==> src/rtl/compressed_fetch_queue.sv <==
// Fetch sequencer for the compressed decoder: one outstanding word read, halfword
// queue tagged with PC, redirect flush with discard of the in-flight response.
module compressed_fetch_queue #(
    parameter int          QueueDepth  = 4,
    parameter logic [31:0] ResetVector = 32'h0000_0000
) (
    input  logic        Clock,
    input  logic        Reset,
    output logic        MemReq,
    output logic [31:0] MemAddr,
    input  logic        MemGnt,
    input  logic        MemRValid,
    input  logic [31:0] MemRData,
    input  logic        Redirect,
    input  logic [31:0] RedirectPC,
    output logic        InstValid,
    output logic [15:0] Instruction,
    output logic [31:0] InstPC,
    input  logic        InstReady,
    output logic [1:0]  DebugState
);

    localparam int PtrW = $clog2(QueueDepth);
    localparam int CntW = PtrW + 1;
    localparam logic [CntW-1:0] FetchLimit = CntW'(QueueDepth - 2);
    localparam logic [CntW:0]   DepthLimit = (CntW + 1)'(QueueDepth);

    typedef enum logic [1:0] {
        StIdle = 2'd0,
        StReq  = 2'd1,
        StWait = 2'd2
    } fetchState_t;

    fetchState_t     state, stateNext;
    logic [31:0]     fetchAddr, reqAddr, headPC;
    logic            skipLow, discard;
    logic [PtrW-1:0] rdPtr, wrPtr;
    logic [CntW-1:0] count, pushCount, countAfterPop;
    logic [CntW:0]   countSum;
    logic [15:0]     queueMem [QueueDepth];
    logic            pop, acceptData;
    logic            unusedPcBit;

    // Decode handshake: a head halfword transfers in any cycle where InstValid and
    // InstReady are both high; InstValid never depends on InstReady.
    assign pop           = InstValid & InstReady;
    assign acceptData    = MemRValid & ~discard & ~Redirect;
    assign pushCount     = acceptData ? (skipLow ? CntW'(1) : CntW'(2)) : '0;
    assign countAfterPop = count - CntW'(pop);
    assign countSum      = {1'b0, count} + {1'b0, pushCount} - (CntW + 1)'(pop);
    assign unusedPcBit   = RedirectPC[0];

    assign InstValid   = (count != '0);
    assign Instruction = queueMem[rdPtr];
    assign InstPC      = headPC;
    assign MemAddr     = reqAddr;
    assign DebugState  = state;

    always_comb begin
        stateNext = state;
        MemReq    = 1'b0;
        case (state)
            StIdle: if (countAfterPop <= FetchLimit && !Redirect) stateNext = StReq;
            StReq: begin
                MemReq = 1'b1;
                if (MemGnt) stateNext = StWait;
            end
            StWait: if (MemRValid) stateNext = StIdle;
            default: stateNext = StIdle;
        endcase
    end

    always_ff @(posedge Clock or posedge Reset) begin
        if (Reset) begin
            state     <= StIdle;
            fetchAddr <= {ResetVector[31:2], 2'b00};
            reqAddr   <= {ResetVector[31:2], 2'b00};
            headPC    <= {ResetVector[31:1], 1'b0};
            skipLow   <= ResetVector[1];
            discard   <= 1'b0;
            rdPtr     <= '0;
            wrPtr     <= '0;
            count     <= '0;
        end else begin
            state <= stateNext;
            // The request address is latched once so it stays put even if a redirect lands mid-request.
            if (state == StIdle && stateNext == StReq) reqAddr <= fetchAddr;
            if (Redirect) begin
                fetchAddr <= {RedirectPC[31:2], 2'b00};
                headPC    <= {RedirectPC[31:1], 1'b0};
                skipLow   <= RedirectPC[1];
                rdPtr     <= '0;
                wrPtr     <= '0;
                count     <= '0;
                discard   <= (state == StReq) || (state == StWait && !MemRValid);
            end else begin
                // A discarded request already had fetchAddr retargeted by its redirect.
                if (state == StReq && MemGnt && !discard) fetchAddr <= fetchAddr + 32'd4;
                if (acceptData) begin
                    skipLow <= 1'b0;
                    wrPtr   <= wrPtr + pushCount[PtrW-1:0];
                end
                if (MemRValid) discard <= 1'b0;
                if (pop) begin
                    rdPtr  <= rdPtr + PtrW'(1);
                    headPC <= headPC + 32'd2;
                end
                count <= count + pushCount - CntW'(pop);
            end
        end
    end

    always_ff @(posedge Clock) begin
        if (acceptData) begin
            if (skipLow) begin
                queueMem[wrPtr] <= MemRData[31:16];
            end else begin
                queueMem[wrPtr]              <= MemRData[15:0];
                queueMem[wrPtr + PtrW'(1)]   <= MemRData[31:16];
            end
        end
    end

    assert property (@(posedge Clock) disable iff (Reset) Redirect || (countSum <= DepthLimit));

endmodule
==> config.mk <==
export PLATFORM = sky130hd
export DESIGN_NAME = compressed_fetch_queue
export DESIGN_NICKNAME = d
export VERILOG_FILES = /design/src/rtl/compressed_fetch_queue.sv
export SDC_FILE = /design/constraint.sdc
export NUM_CORES = 1
export LEC_CHECK = 0
export CAP_MARGIN = 40
export CORE_MARGIN = 1.5
export CORE_UTILIZATION = 36
export CTS_CLUSTER_SIZE = 10
export DETAILED_ROUTE_END_ITERATION = 8
export GPL_TIMING_DRIVEN = 0
export PLACE_DENSITY_LB_ADDON = 0.15
export SLEW_MARGIN = 5
export SYNTH_ARGS = -nofsm -noshare
export SYNTH_HDL_FRONTEND = slang
export SYNTH_SLANG_ARGS = --single-unit
==> constraint.sdc <==
create_clock -name Clock -period 6.4 [get_ports Clock]
set_clock_uncertainty 0.05 [all_clocks]
set_input_delay 1.28 -clock Clock [delete_from_list [all_inputs] [get_ports Clock]]
set_output_delay 1.28 -clock Clock [all_outputs]
set_load 0.02 [all_outputs]
* Yosys cells after proc, flatten, opt, wreduce, memory -nomap -nowiden *
Memory sizes are Yosys's and may differ from the RTL's.
Index checks and enable logic that the tools add are counted.

cells by class
  add/sub/neg operators = 8
  $lt $le $gt $ge = 1
  eq/ne operators = 3
  multiplexer cells = 27
  bitwise gates (word level) = 6
  reductions and logical operators = 15

operator list
  kind                     number
  $mux W32                 4
  $add A32 B2 Y32 const B  1
  $add A32 B3 Y32 const B  1
  $mux W2                  9
  $mux W16                 1
  $mux W1                  11
  $reduce_bool A2 Y1       4
  $pmux W2 S3              1
  $sub A3 B1 Y3            2
  $logic_and A1 B1 Y1      5
  $add A2 B1 Y2 const B    2
  $eq A2 B1 Y1 const B     2
  $add A3 B2 Y3            1
  $and A1 B1 Y1            3
  $le A3 B2 Y1 const B     1
  $logic_not A1 Y1         3
  $mux W3                  1
  $reduce_bool A3 Y1       1
  $add A2 B2 Y2            1
  $eq A2 B2 Y1 const B     1
  $logic_not A2 Y1         1
  $not A1 Y1               2
  $logic_or A1 B1 Y1       1
  $or A1 B1 Y1             1

word-level totals
  flip-flop bits (word level) = 107
  RAM bits = 64
  input bits = 70
  word-level logic and storage cells = 70
  memories kept = 1

memory list
  name      depth  bits a word  rd ports  clocked after memory_dff  write ports  RTL line  RTL
  queueMem  4      16           1         0                         2            40        logic [15:0] queueMem [QueueDepth];

* Longest topological paths before layout *
  depth after elaboration = 9
  gate-level depth with buffers = 11
  mapped depth without buffers = 9

* Worst setup path before layout *
No wires, ideal clock.

  path kind = input -> register
  start point = input Redirect
  end point = memory queueMem[2][0], enable pin
  arrival time = 3.267 ns
  required time = 5.941 ns
  path slack = 2.674 ns
  stages = 5
  buffers on the path = 4
  cell sequence = clkbuf_1 > clkbuf_1 > clkbuf_1 > clkbuf_1 > nor3_1

RTL lines
  item                RTL line  RTL
  start: declaration  14        input logic Redirect,
  end: declaration    40

* Final worst setup path *
  start point = register rdPtr[0]
  end point = output Instruction[12]

between the ends
  word-level cells in the longest chain between the ends = 1

RTL lines
  item                      RTL line  RTL
  start: declaration        37        logic [PtrW-1:0] rdPtr, wrPtr;
  start signal: assignment  105       rdPtr <= rdPtr + PtrW'(1);
  $mem_v2 Z4 W16            --
  end: declaration          17        output logic [15:0] Instruction,

No other way between the ends.

==> flow_summary.toml <==
[critical_path]
crit_buf_inv = 3
cp.depth = 4
critPathTopFamily = "buffers and inverters"
slowest_stage = "clkbuf_1"
critPathRequiredTime_ns = 5.07
path_cells = "clkbuf_1 -> buf_2 -> mux4_2 -> clkdlybuf4s50_1"
critPathMaxStageDelay_ns = 0.59
start_kind = "register"
rr_worst_depth = 8
path_max_fanout = 10
cp-end-kind = "primary output"
critPathArrivalTime_ns = 2.92
crit_type = "register to primary output"

[route]
route.vias.total = 6783
drt_wl_total_mm = 24.85
drc = 0
drtPass1Iterations = 5
drt_iter0_markers = 419
wire_per_inst_um = 20.10
antenna_left = 0
via_per_inst = 5.488

[layout]
n_fill_cell = 2199
n_antenna_cell = 0
fin_nets = 984
syn2layout_area_growth_pct = 29.98
drive_gt1_frac = 0.1963

[logic_synthesis]
syn-instance-count = 728
ys.flop_type = "dfrtp_1"
yosysTopAreaCellShare = 0.2929
synth_async_sr_flop_share = 0.6145
yosysTopAreaCell = "dfrtp_1"
netlist_area_mm2 = 0.008713
ys_warn_count = 0
synth_seq_cells = 166
syn_avg_cell_area_um2 = 11.97
synth_edf_count = 64
synth_seq_area_share = 0.5135
synth_area_leaders = "dfrtp_1 29%, edfxtp_1 22%, mux2_2 14%"
synth_cell_type_count = 53

[grt]
grt_usage = 0.2054
grt_start_max_net_pins = 69
overflow = 0
grt_pass1_vias = 6530
antenna_found_initial = 0
grt_pass1_wl_mm = 38.31

[power]
power.share.clock = 0.274
seq_power_share = 0.374
internal_power_mw = 2.625
sw_frac_of_total = 0.3288
p_switching_mw = 1.286
power.leakage_nw = 4.082
power_mw = 3.912
power_density_mw_per_mm2 = 345.4
p_comb_frac = 0.352
peakVddDrop_mv = 0.2264

[placement]
dpl.hpwl_mm = 17.92
io_buffers = 149
globalplace.congestion = 0.8453

[worst_hold_path]
hold_depth = 1
hp-class = "register to register"

[floorplanning]
dieArea_mm2 = 0.02515
initial_core_util = 0.3690
io_pins = 154
core_mm2 = 0.02361
fp-row-count = 56
die-width_um = 158.6
die_h_um = 158.6

[clock_network]
clock_latency_ns = 0.43
postCtsResizedCells = 0
cts.clk_slew.worst_paths_ns = 0.07
cts_htree_levels = 4
cts_buffer_depth = 2
ctsHoldBuffers = 0
cts_sinks = 166
cts-buffers-inserted = 17
cts_setup_buffers = 0
clockRootBuffer = "clkbuf_16"
tritoncts = "done"

[sta]
whs_ns = 0.4545
finalSetupTns_ns = 0
rsz0062_at_grt = "false"
period_minus_slack_ns = 4.247
drv_slew = 0
finalSetupViolCount = 0
worst_pin_slew_ns = 1.002
fmax_mhz = 235.5
timing.final.crit_share = 0.6635
relSlewSlack = 0.3263
hold_viol_final = 0

[run_status]
outcome = "finished clean"

[run]
drv_cap = 0
[power groups by stage]
stage               clock network, mW  registers (mW)  logic (mW)
floorplan                           0            1.59       0.678
global placement                    0            1.48        1.37
detailed placement                  0            1.48        1.38
CTS                              1.10            1.46        1.39
global route                     1.14            1.49        1.48
finish                           1.07            1.46        1.38
[flip-flops by register name (all words and copies together) (netlist names)]
register and flops:
rdPtr 2, DebugState 2, count 3, InstPC 31
wrPtr 2, skipLow 1, MemAddr 30, queueMem 64
discard 1, fetchAddr 30
[layout make-up]
| cell class | instances | area, um^2 | area share |
|---|---|---|---|
| Inverter | 22 | 87.58 | 0.007733 |
| Sequential cell | 166 | 4474 | 0.3950 |
| Timing Repair Buffer | 156 | 1583 | 0.1397 |
| Clock inverter | 9 | 116.4 | 0.01027 |
| Buffer | 44 | 182.7 | 0.01613 |
| Tap cell | 319 | 399.1 | 0.03524 |
| Multi-Input combinational cell | 498 | 3996 | 0.3528 |
| Clock buffer | 22 | 486.7 | 0.04297 |
[worst paths after layout]
check | startpoint | to | slack [ns]
max in group asynchronous | Reset | fetchAddr[21]$_DFFE_PP0N_ | 4.46
min | MemAddr[16]$_DFFE_PP0P_ | MemAddr[16]$_DFFE_PP0P_ | 0.45
min reg2reg | MemAddr[16]$_DFFE_PP0P_ | MemAddr[16]$_DFFE_PP0P_ | 0.45
max | rdPtr[0]$_DFFE_PP0N_ | Instruction[12] | 2.15
max reg2reg | count[0]$_DFF_PP0_ | MemAddr[2]$_DFFE_PP0P_ | 3.18
min in group asynchronous | Reset | MemAddr[27]$_DFFE_PP0P_ | 1.16
[metal layers]
layer | track usage | share of wire | wire length, um
met1 | 0.2667 | 0.44 | 10950
met5 | 0 | 0 | 0
met2 | 0.3441 | 0.49 | 12140
met3 | 0.04654 | 0.055 | 1377
met4 | 0.05652 | 0.015 | 380
[stage by stage]
stage	util	cells	setup WS [ns]	cell area (um^2)
detailed placement	0.4541	1205	1.760	10720
floorplan	-	730	2.395	8721
finish	0.4797	1236	2.153	11330
global placement	0.4494	1198	0.5116	10610
global route	0.4797	1236	1.883	11330
CTS	0.4797	1236	2.032	11330
[placed cells by master (no fill, tap or decap), drive strengths merged, types with 12 or more instances in the layout]
master and count:
clkdlybuf4s50 149, mux2 106, dfrtp 102, edfxtp 64
clkbuf 51, nor2 45, nand2 32, nand4 25
inv 25, nor4 23, nand3 21, buf 21
o31ai 19, or4 18, a31oi 18, a211oi 18
mux4 16, xnor2 15, a21oi 14, o21ai 14
nor3 14, and4 12
[Yosys cell counts, drive strengths merged (15+ instances only)]
cell	number
a211oi	18
a31oi	18
buf	15
clkbuf	29
dfrtp	102
edfxtp	64
inv	22
mux2	106
mux4	16
nand2	32
nand3	21
nand4	25
nor2	45
nor4	23
o31ai	19
or4	18
xnor2	15
[cell families after synthesis]
family,after synthesis,share of synthesized area
flops,166,0.5135
xor+xnor,24,0.02413
mux,126,0.1829
compound gates,110,0.08774
fa+ha+maj,9,0.01379
other cells,1,0.0004304
buf+inv,66,0.03044
simple gates,226,0.1470
No activity file was read; power rests on OpenSTA's default activity.
==> edit 1, RTL diff (config.mk and constraints unchanged) <==
Change the parameter `QueueDepth` from 4 to 8.
--- a/src/rtl/compressed_fetch_queue.sv
+++ b/src/rtl/compressed_fetch_queue.sv
@@ -2,5 +2,5 @@
 // queue tagged with PC, redirect flush with discard of the in-flight response.
 module compressed_fetch_queue #(
-    parameter int          QueueDepth  = 4,
+    parameter int          QueueDepth  = 8,
     parameter logic [31:0] ResetVector = 32'h0000_0000
 ) (
Behaviour: not the same (a bounded check fails within 4 cycles, from zero or initial values and one cycle with Reset high).
==> edit 1 against the unedited design <==
Design area increased by 33%; sequential share of layout area grew 3.3 points; largest cell class unchanged; area after synthesis rose by 40%; total power rose by 32%; non-clock buffer count increased by 34; routed wire length up 58%; die area increased by 39%; global-route usage rose by 1.8 points; via count up 44%; cell count is 41% higher; sequential cell count up 67; register-to-register slack worse by 520 ps; setup slack worse by 350 ps.
==> edit 1: results (changes against the unedited design) <==
[grt]
antenna_found_initial = 1  ; +1
grtUsageMet1 = 0.3210  ; +0.05432
grt_pass1_wl_um = 59360  ; +55%
gr-usage-met3 = 0.04439  ; -0.002157
grt_max_degree = 57  ; -17%
grt_use_total = 0.2233  ; +0.01794
grt_pass1_vias = 9463  ; +45%

[worst_setup_path]
reg2reg_from = count[2]$_DFF_PP0_
r2r-end = MemAddr[16]$_DFFE_PP0P_
rrSetupSlack_ps = 2660  ; -520 ps
reg2regPathDepth = 13  ; +5
crit_start = rdPtr[1]$_DFFE_PP0N_
critPathArrivalTime_ps = 3270  ; +350 ps

[layout]
drive_gt1_frac = 0.1398  ; -0.05652
fillCellCount = 3209  ; +46%
n_antenna_cell = 0  ; unchanged
final_cell_area_um2 = 15100  ; +33%
stdcell_count = 1743  ; +41%
largest_reg_flops = 128  ; +100%

[synth]
ys_seq_area_frac = 0.5321  ; +0.01860
async_reset_ff_frac = 0.4506  ; -0.1638
ys.flop_type = edfxtp_1
synth_cell_types = 61  ; +15%
syn_area_per_cell_um2 = 11.04  ; -7.8%
synth_edf_count = 128  ; +100%
synth.top_cells.by_area = edfxtp_1 32%, dfrtp_1 22%, mux4_2 5.9%
ys_top_cells_by_count = 175 x nor2_1, 136 x a21oi_1, 128 x edfxtp_1, 105 x dfrtp_1, 57 x mux2_2

[clocking]
ctsHtreeMaxLevel = 1  ; -3
cts_buffers = 28  ; +11
path_clk_slew_ps = 50  ; -20 ps
ctsLongestPathBuffers = 3  ; +1

[place]
dp.final_hpwl_um = 27510  ; +54%
place_ws_ps = 1853  ; +92.82 ps
globalplace.congestion = 0.8342  ; -1.3%
port_buffers = 132  ; -11%
dpl_cell_area_um2 = 14280  ; +33%

[route]
routed.top_layer = met5
vias = 9800  ; +44%
wl_um = 39370  ; +58%
drtIter0Drc = 885  ; +110%
wl_met3_um = 3915  ; +180%

[outcome]
status = completed

[power]
p_leak_nw = 5.364  ; +31%
ir_drop_v = 0.0001983  ; -12%

[hold_path]
holdPathEnd = MemAddr[13]$_DFFE_PP0P_
hold_start = MemAddr[13]$_DFFE_PP0P_

[sta]
tightest_slew_ps = 937.3  ; -64.91 ps
fin_hold_ws_ps = 455.6  ; +1.122 ps

-- edit 1: cell count changes after synthesis, sizes merged, moves of 14 or more --
cell    delta
nor4      -14
edfxtp    +64
mux2i     +17
buf       +18
a21oi    +122
mux4      +16
mux2      -49
nor2     +130
o21ai     +14
clkbuf    +28
-- edit 1: worst max-delay path, stage by stage (launching register included) --
cell	delay, ps
dfrtp_1	350
buf_1	320
clkbuf_1	750
mux4_2	440
mux2_2	320
clkdlybuf4s50_1	550
-- edit 1: cell families (layout without fill, tap and decap cells) --
group,count (synthesis),count (layout),share of synthesized area
adder cells (fa/ha/maj),15,15,0.01667
AND/OR/NAND/NOR,370,370,0.1523
AO/OA/AOI/OAI,239,239,0.1128
XOR/XNOR,24,24,0.01728
multiplexers,110,110,0.1293
flip-flops,233,233,0.5321
buffers and inverters,110,301,0.03930
other,1,3,0.0003083
-- edit 1: area by class of cell --
| cell class | count | share of cell area |
|---|---|---|
| Timing Repair Buffer | 143 | 0.09917 |
| Clock inverter | 2 | 0.0006628 |
| Sequential cell | 233 | 0.4285 |
| Inverter | 19 | 0.005054 |
| Multi-Input combinational cell | 761 | 0.3490 |
| Tap cell | 448 | 0.03712 |
| Clock buffer | 46 | 0.05360 |
| Buffer | 91 | 0.02693 |
-- edit 1: worst max-delay path by stage --
stage	end	slack [ps]	cells after the start
after floorplan	DebugState[0]$_DFF_PP0_	2310	1
after global placement	DebugState[1]$_DFF_PP0_	410	2
after detailed placement	MemAddr[15]$_DFFE_PP0P_	1850	9
after CTS	Instruction[15]	1810	5
after global routing	Instruction[15]	1740	5
final	Instruction[15]	1800	5
-- edit 1: power breakdown --
group	internal, mW	switching [mW]
Sequential	1.81	0.157
Clock	0.852	0.615
Combinational	0.851	0.889
Total	3.51	1.66
==> edit 2, RTL diff (same flow settings) <==
Without the edit above. Register the output `DebugState` once more, with the module's reset; this adds one clock of latency there. The other outputs are not delayed to match.
--- a/src/rtl/compressed_fetch_queue.sv
+++ b/src/rtl/compressed_fetch_queue.sv
@@ -55,5 +55,11 @@
     assign InstPC      = headPC;
     assign MemAddr     = reqAddr;
-    assign DebugState  = state;
+    always_ff @(posedge Clock or posedge Reset) begin
+        if (Reset) begin
+            DebugState <= '0;
+        end else begin
+            DebugState <= state;
+        end
+    end
 
     always_comb begin
Formal check against the unedited RTL: not equivalent (a bounded check fails within 4 cycles, from zero or initial values and one cycle with Reset high).
==> edit 2 against the unedited design <==
Synthesized cell count is 2.2% lower; critical path depth stayed put; routed wire length hardly changed; area after synthesis is 0.59% lower; sequential cell count is 2 higher; combinational power hardly changed; global-route usage is 0.085 points higher; design area is 0.38% lower; setup slack better by 190 ps; total power is 0.10% lower; critical endpoint unchanged; largest power group unchanged.
==> edit 2: results (changes against the unedited design) <==
[outcome]
status = completed

[hold_path]
holdPathEnd = DebugState[1]$_DFF_PP0_
hold_depth = 0  ; -1
hold_start = state[1]$_DFF_PP0_

[synth]
synth_edf_count = 64  ; unchanged
synthMuxAreaShare = 0.1817  ; -0.001228
ys.flop_type = dfrtp_1
synth_cell_types = 54  ; +1.9%
async_reset_ff_frac = 0.6190  ; +0.004590
yosys.area_share.adder = 0.01387  ; +0.00008164
synth_compound_gate_area_share = 0.07800  ; -0.009736
syn_area_per_cell_um2 = 12.17  ; +1.6%
synth.top_cells.by_area = dfrtp_1 30%, edfxtp_1 22%, mux2_2 14%
synth_xor_area_frac = 0.02123  ; -0.002890
ys_seq_area_frac = 0.5223  ; +0.008819
synthDominantCellAreaShare = 0.3004  ; +0.007513
ys_top_cells_by_count = 106 x mux2_2, 104 x dfrtp_1, 64 x edfxtp_1, 43 x nor2_1, 30 x nand2_1

[grt]
grtUsageMet1 = 0.3083  ; +0.04163
grt_max_degree = 54  ; -22%
gr-usage-met3 = 0.03778  ; -0.008766
grt_pass1_vias = 6565  ; +0.54%
grt_use_total = 0.2063  ; +0.0008527
grt_pass1_wl_um = 38380  ; +0.20%
use_met2 = 0.3051  ; -0.03909

[power]
p_leak_nw = 4.109  ; +0.67%
ir_drop_v = 0.0001858  ; -18%
combPwrFrac = 0.354  ; +0.002
p_int_mw = 2.614  ; -0.43%

[place]
dp.final_hpwl_um = 17970  ; +0.32%
dp.cells = 1191  ; -1.2%
globalplace.congestion = 0.8425  ; -0.33%
place_ws_ps = 2056  ; +296.0 ps

[worst_setup_path]
reg2regPathDepth = 8  ; unchanged
worstPathMaxFanout = 10  ; unchanged
r2r-end = MemAddr[8]$_DFFE_PP0P_
reg2reg_from = count[0]$_DFF_PP0_
critPathArrivalTime_ps = 2720  ; -200 ps
rrSetupSlack_ps = 3020  ; -160 ps

[clocking]
cts_root_buffer = clkbuf_16
ctsHtreeMaxLevel = 4  ; unchanged
cts_buffers = 17  ; unchanged

[layout]
nets = 970  ; -1.4%
largest_reg_flops = 64  ; unchanged
fillCellCount = 2163  ; -1.6%
drive_gt1_frac = 0.2102  ; +0.01388

[route]
vias_per_cell = 5.465  ; -0.41%
vias = 6684  ; -1.5%
drtIter0Drc = 414  ; -1.2%
dr.pass1.iters = 8  ; +3
wl_um = 24830  ; about the same

[sta]
relSlewSlack = 0.4530  ; +0.1267

==> edit 2: routing by layer <==
layer | routed length [um] | part of all wire | vias up
li1 | - | - | 3103
met1 | 12090 | 0.49 | 3347
met2 | 11110 | 0.45 | 205
met3 | 1274 | 0.051 | 29
met4 | 353 | 0.014 | 0
met5 | 0 | 0 | -
==> edit 2: kinds of logic (layout without fill, tap and decap cells) <==
group / count (synthesis) / in the layout
flip-flops: 168 / 168
XOR/XNOR: 21 / 21
AO/OA/AOI/OAI: 100 / 100
other: 1 / 3
adder cells (fa/ha/maj): 9 / 9
buffers and inverters: 65 / 255
AND/OR/NAND/NOR: 224 / 224
multiplexers: 124 / 124
==> edit 2: metrics by stage <==
step,instance area (um^2),power (mW),hold slack [ps]
finish,11280,3.908,430.4
global route,11280,4.112,471.9
CTS,11280,3.949,437.9
detailed placement,10690,2.884,419.1
global placement,10560,2.859,409.4
floorplan,8670,2.279,370.4
==> edit 2: how the worst max path moves through the flow <==
stage	endpoint	slack [ps]	depth (start not counted)	start
floorplan	DebugState[0]$_DFF_PP0_	2340	1	Reset
global placement	fetchAddr[17]$_DFFE_PP0N_	360	2	Reset
detailed placement	MemAddr[8]$_DFFE_PP0P_	2060	9	InstReady
CTS	Instruction[13]	2250	4	rdPtr[1]$_DFFE_PP0N_
global route	Instruction[13]	2230	4	rdPtr[1]$_DFFE_PP0N_
finish	Instruction[12]	2350	4	rdPtr[1]$_DFFE_PP0N_
==> edit 2: power by group through the flow <==
stage / clock (mW) / sequential, mW / combinational (mW)
floorplan: 0 / 1.61 / 0.667
global route: 1.11 / 1.50 / 1.50
finish: 1.05 / 1.47 / 1.38
CTS: 1.07 / 1.47 / 1.40
global placement: 0 / 1.49 / 1.36
detailed placement: 0 / 1.49 / 1.39
==> edit 2: layout make-up <==
cell class,count,area [um^2],area share
clock buffer,17,425.4,0.03770
clock inverter,15,166.4,0.01475
multi-input combinational,481,3855,0.3417
buffer,48,241.5,0.02140
sequential,168,4524,0.4010
tap,319,399.1,0.03537
timing repair buffer,158,1603,0.1420
inverter,17,68.82,0.006099
==> edit 2: worst max-delay path, cell delays in order (launching register included) <==
cell and delay (ps):
dfrtp_1 320, clkbuf_1 410, clkbuf_1 580, mux4_2 430
clkdlybuf4s50_1 560
